### src/rtl/tpu_compute_ctrl.sv
// tpu_compute_ctrl: sequences one systolic-array compute per start pulse.
//   A start accepted in IDLE runs COMPUTE for 3*DIM-2 cycles, during which
//   sa_en is high, and feed_en is high for the first 2*DIM-1 of them. A
//   single DONE cycle follows and the FSM then returns to IDLE. abort cancels
//   a compute with no done pulse. A start that arrives while busy is
//   dropped and reported on start_drop.
// Optional feature: define TPU_CTRL_IRQ_EN to add a sticky irq output, set
//   the cycle after done and cleared by irq_clr. When both coincide, set wins.
// Ports:
//   clk, rst_n   clock, async active-low reset
//   start        one-cycle start pulse (MMIO write to 0x400)
//   abort        synchronous cancel of an in-flight compute
//   feed_en      A/B operand memory shift enable
//   sa_en        systolic array MAC/propagate enable
//   busy         compute in flight (COMPUTE or DONE)
//   done         one-cycle completion pulse
//   start_drop   one-cycle pulse, start was ignored because busy
//   irq, irq_clr (TPU_CTRL_IRQ_EN only) completion interrupt and its clear
module tpu_compute_ctrl #(
    parameter int unsigned DIM  = 8,
    parameter int unsigned CNTW = $clog2(3*DIM)
) (
    input  logic clk,
    input  logic rst_n,
    input  logic start,
    input  logic abort,
    output logic feed_en,
    output logic sa_en,
    output logic busy,
    output logic done,
    output logic start_drop
`ifdef TPU_CTRL_IRQ_EN
    ,
    output logic irq,
    input  logic irq_clr
`endif
);

    localparam int unsigned CNT_LAST  = 3*DIM - 3;
    localparam int unsigned FEED_LAST = 2*DIM - 2;

    typedef enum logic [1:0] {
        IDLE    = 2'd0,
        COMPUTE = 2'd1,
        DONE    = 2'd2
    } state_t;

    state_t            state, state_d;
    logic [CNTW-1:0]   cnt, cnt_d;
    logic              feed_en_d, sa_en_d, busy_d, done_d, start_drop_d;

    // Next state, next counter, and output values decoded from the next state
    // so the registered outputs are Moore functions of the registered state.
    always_comb begin
        state_d      = state;
        cnt_d        = cnt;
        start_drop_d = 1'b0;
        case (state)
            IDLE: begin
                // abort beats a coincident start
                if (start && !abort) begin
                    state_d = COMPUTE;
                    cnt_d   = '0;
                end
            end
            COMPUTE: begin
                start_drop_d = start;
                if (abort) begin
                    state_d = IDLE;
                    cnt_d   = '0;
                end else if (cnt == CNTW'(CNT_LAST)) begin
                    state_d = DONE;
                    cnt_d   = '0;
                end else begin
                    cnt_d = cnt + CNTW'(1);
                end
            end
            DONE: begin
                start_drop_d = start;
                state_d      = IDLE;
            end
            default: begin
                state_d = IDLE;
                cnt_d   = '0;
            end
        endcase

        sa_en_d   = (state_d == COMPUTE);
        feed_en_d = (state_d == COMPUTE) && (cnt_d <= CNTW'(FEED_LAST));
        busy_d    = (state_d != IDLE);
        done_d    = (state_d == DONE);
    end

    // State, counter and output registers
    always_ff @(posedge clk or negedge rst_n) begin
        if (!rst_n) begin
            state      <= IDLE;
            cnt        <= '0;
            feed_en    <= 1'b0;
            sa_en      <= 1'b0;
            busy       <= 1'b0;
            done       <= 1'b0;
            start_drop <= 1'b0;
        end else begin
            state      <= state_d;
            cnt        <= cnt_d;
            feed_en    <= feed_en_d;
            sa_en      <= sa_en_d;
            busy       <= busy_d;
            done       <= done_d;
            start_drop <= start_drop_d;
        end
    end

`ifdef TPU_CTRL_IRQ_EN
    // Sticky completion interrupt; a set in the same cycle as a clear wins
    always_ff @(posedge clk or negedge rst_n) begin
        if (!rst_n) begin
            irq <= 1'b0;
        end else if (done) begin
            irq <= 1'b1;
        end else if (irq_clr) begin
            irq <= 1'b0;
        end
    end
`endif

endmodule

### config.mk
export PLATFORM = sky130hd
export DESIGN_NAME = tpu_compute_ctrl
export DESIGN_NICKNAME = d
export VERILOG_FILES = /design/src/rtl/tpu_compute_ctrl.sv
export SDC_FILE = /design/constraint.sdc
export NUM_CORES = 1
export LEC_CHECK = 0
export CAP_MARGIN = 10
export CORE_UTILIZATION = 46
export CTS_CLUSTER_SIZE = 8
export DETAILED_ROUTE_END_ITERATION = 12
export PLACE_DENSITY = 0.83
export SLEW_MARGIN = 20
export SYNTH_ARGS = -nofsm -noshare
export SYNTH_HDL_FRONTEND = slang
export SYNTH_SLANG_ARGS = --single-unit
### constraint.sdc
create_clock -name clk -period 1.7 [get_ports clk]
set_input_delay 0.17 -clock clk [delete_from_list [all_inputs] [get_ports clk]]
set_output_delay 0.17 -clock clk [all_outputs]
set_load 0.02 [all_outputs]
==> summary.md, run 1 <==
| Metric | Value |
|---|---|
| Overflow after GRT | 0 |
| Most frequent cells in the layout | buf_4, dfrtp_1, clkdlybuf4s50_1 |
| Proportion of layout cells with a drive suffix above 1 | 0.432 |
| ANT cells | 0 |
| CP max stage cell | dfrtp_1 |
| Synth Area in Simple Gates | 0.182 |
| Starting density of the core | 0.495 |
| Gpl congestion | between 0.8 and 0.9 |
| DR iter-0 viols | 5 |
| CTS tree | built |
| Clk root buf | clkbuf_4 |
| Final Hold Viols | 0 |
| Syn_area_per_cell | around 11 sq um |
| Initial antenna violation count | 0 |
| Mapped Cells | 60 |
| Leak Pwr | roughly 0.45 nW |
| DRC | 0 |
| Pre-CTS setup slack | -108 ps |
| CP Capture Type | flip-flop |
| Slew margin rel. | 0.650 |
| IR drop worst, VDD | ~0.85 mV |
| Number of global-route vias before repair | roughly 490 |
| PwrDens | between 1500 and 2000 mW/mm^2 |
| Clock latency on the worst-skew pair | 280 ps |
| Clock buffer depth | 2 |
| RSZ-0062 raised after global routing | true |
| Max stage delay on crit path | 390 ps |
| Warnings, synthesis | 0 |
| Logic pwr share | 0.563 |
| DR vias/cell | between 5 and 6 |
| Depth of the CTS H-tree | 1 |
| Post-synthesis register bit count | 12 |
| Number of synthesized flops with an enable pin | 0 |
| Antenna Nets Post-Route | 0 |
| CTS sink cnt | 12 |
| Reg clk slew, reported paths | 80 ps |
| Compound-Gate Fraction of Synth Area | 0.188 |
| Clock Skew | 6.57 ps |
| Maximum operating frequency | ~600 MHz |
| Final Cycle Share | 0.991 |
| Port Buf Inserts | 8 |
| First-pass DRT Iterations | 4 |
| Fin crit period | ~1700 ps |
| HPWL Detailed | 962 um |
| Sw Ratio | 0.377 |
| Routed via count | 570 |
| Area leader, netlist | dfrtp_1 |
| Nets@finish | slightly below 100 |
| Most common cell after layout, fill and taps aside | buf_4 |
| Clock share of power | 0.152 |
| Psw | approximately 570 uW |
| Pin count of the biggest net entering global routing | 13 |
| Largest family of logic cells by synthesized area | compound AO/OA/AOI/OAI gates |
| # setup viols final | 0 |
| Mux contribution to synthesized area | 0 |
| Crit start category | flip-flop |
| Worst-path fanout max | 6 |
| Post-synth ARST share | 1.00 |
| Min-delay worst type | in -> async |
| Drt wl/cell | 14.3 um |
| All-Layer GR Usage | 0.232 |
| DIE AREA | ~0.0016 sq mm |
| Register share of total power | 0.285 |
| Die height | a little under 40 um |
| Area delta synth->final | 49.9% |
| Post-synthesis adder-cell area fraction | 0.115 |
| Share of the synthesized area in the top cell type | 0.461 |
| Synth Net Count | 70 |
| Slew @ Worst Pin | 524 ps |
| Status | complete, no violations |
| Crit Path Class | reg -> reg |
| Pint | approximately 940 uW |
| Worst Slack Setup Final | around 15 ps |
| Number of max-cap violations | 0 |
| Sequential share of the synthesized area | 0.461 |
| Final wirelength | between 1 and 1.5 mm |
| Most used cell along the critical path | a311oi_2 |
| Setup TNS | 0 ps |
| Total core area | 0.00132 sq mm |
| Global-route wire length before repair | roughly 2.3 mm |
| Total CTS buffers | 3 |
| Data arrival, critical path | between 1500 and 2000 ps |
| CP Cell Sequence | ha_2 > and4b_2 > nor2b_4 > nand2_1 > a311oi_2 > a311oi_2 |
| Synth cell types | 25 |
| Row Count | 13 |
| Worst path required time | around 1900 ps |
| Synthesized area | roughly 650 sq um |
| Top Ports | 9 |
| Synth area leaders | dfrtp_1, ha_1, a311oi_2, nand3_1, a21oi_1 |
| Ys flop type | dfrtp_1 |
| Pins Over Slew Limit | 0 |
| DIE WIDTH | ~40 um |
| Xor and xnor area share after synthesis | 0 |
## cell families (layout without fill, tap and decap cells)
family / after synthesis / count (layout)
simple gates: 20 / 20
compound gates: 15 / 15
flops: 12 / 12
buf+inv: 7 / 35
fa+ha+maj: 6 / 6
## cells in the mapped netlist (2+ instances only)
master    instances
a41oi_1           2
a21oi_1           4
a311oi_2          2
nand3_1           5
inv_1             5
dfrtp_1          12
nand2_1           4
ha_1              6
nand2b_1          3
nor2b_1           2
## cell type report
| class | count | area (sq um) |
|---|---|---|
| timing repair buffer | 25 | 211 |
| fill | 78 | 340 |
| multi-input combinational | 41 | 387 |
| inverter | 6 | 23.8 |
| sequential | 12 | 300 |
| tap | 15 | 18.8 |
| clock buffer | 4 | 36.3 |
## stage by stage
| stage | cell area (sq um) | hold WS [ps] | instances | utilization | power (mW) |
|---|---|---|---|---|---|
| after detailed placement | 860 | 529 | 98 | 0.652 | 1.15 |
| after global placement | 860 | 529 | 98 | 0.652 | 1.13 |
| after global routing | 977 | 267 | 103 | 0.742 | 1.61 |
| final | 977 | 230 | 103 | 0.742 | 1.51 |
| after CTS | 942 | 248 | 103 | 0.715 | 1.45 |
| after floorplan | 652 | -126 | 60 | - | 0.826 |
## final timing paths
kind                       startpoint          to  slack (ps)  cells past startpoint
hold reg to reg                cnt[4]      cnt[4]         570                      1
min in group clk                start  start_drop         500                      2
hold / removal                  rst_n        done         230                      1
max in group asynchronous       rst_n      cnt[0]        1110                      1
setup reg to reg               cnt[0]     feed_en          10                      6
setup / recovery               cnt[0]     feed_en          10                      6
## registers in the layout (all words and copies together), names as in the netlist
register    count
cnt             5
state           2
busy            1
done            1
feed_en         1
sa_en           1
start_drop      1
## metal layers
| metal | routed length (um) | up-vias | global-route usage |
|---|---|---|---|
| li1 | - | 274 | - |
| met2 | 655 | 22 | 0.332 |
| met5 | 0 | - | 0 |
| met3 | 64 | 6 | 0.0511 |
| met4 | 38 | 0 | 0.155 |
| met1 | 719 | 268 | 0.306 |
## critical path, delay by kind of cell, from the launching register on
kind	cells	cell delay [ps]
AOI/OAI and AO/OA	2	400
adders and majority gates	1	180
and+or+nand+nor	3	590
DFF	1	390
## repair_timing
action | 4_1_cts | 5_1_grt
setup buffers | 1 | 0
resized for setup | 7 | 9
setup endpoints to repair | 4 | 5
pin swaps | 4 | 5
hold buffers | 0 | 0
## power by group through the flow
stage                     Clock, mW  Combinational, mW  Sequential [mW]
after floorplan                   0              0.320            0.506
after global placement            0              0.697            0.428
after detailed placement          0              0.715            0.431
after CTS                     0.235              0.790            0.429
after global routing          0.253              0.916            0.446
final                         0.230              0.852            0.432
(Power assumes the default switching activity.)
==> run 2, diff against run 1 <==
CTS_CLUSTER_DIAMETER = 50   (was not set)
SLEW_MARGIN = 30   (was 20)
==> results of run 2 <==
The final DEF is identical to that of run 1; final timing and power are the same.
==> run 3, diff against run 2 <==
GPL_ROUTABILITY_DRIVEN = 0   (was not set)
==> results of run 3 <==
The final DEF is identical to that of run 1; final timing and power are the same.
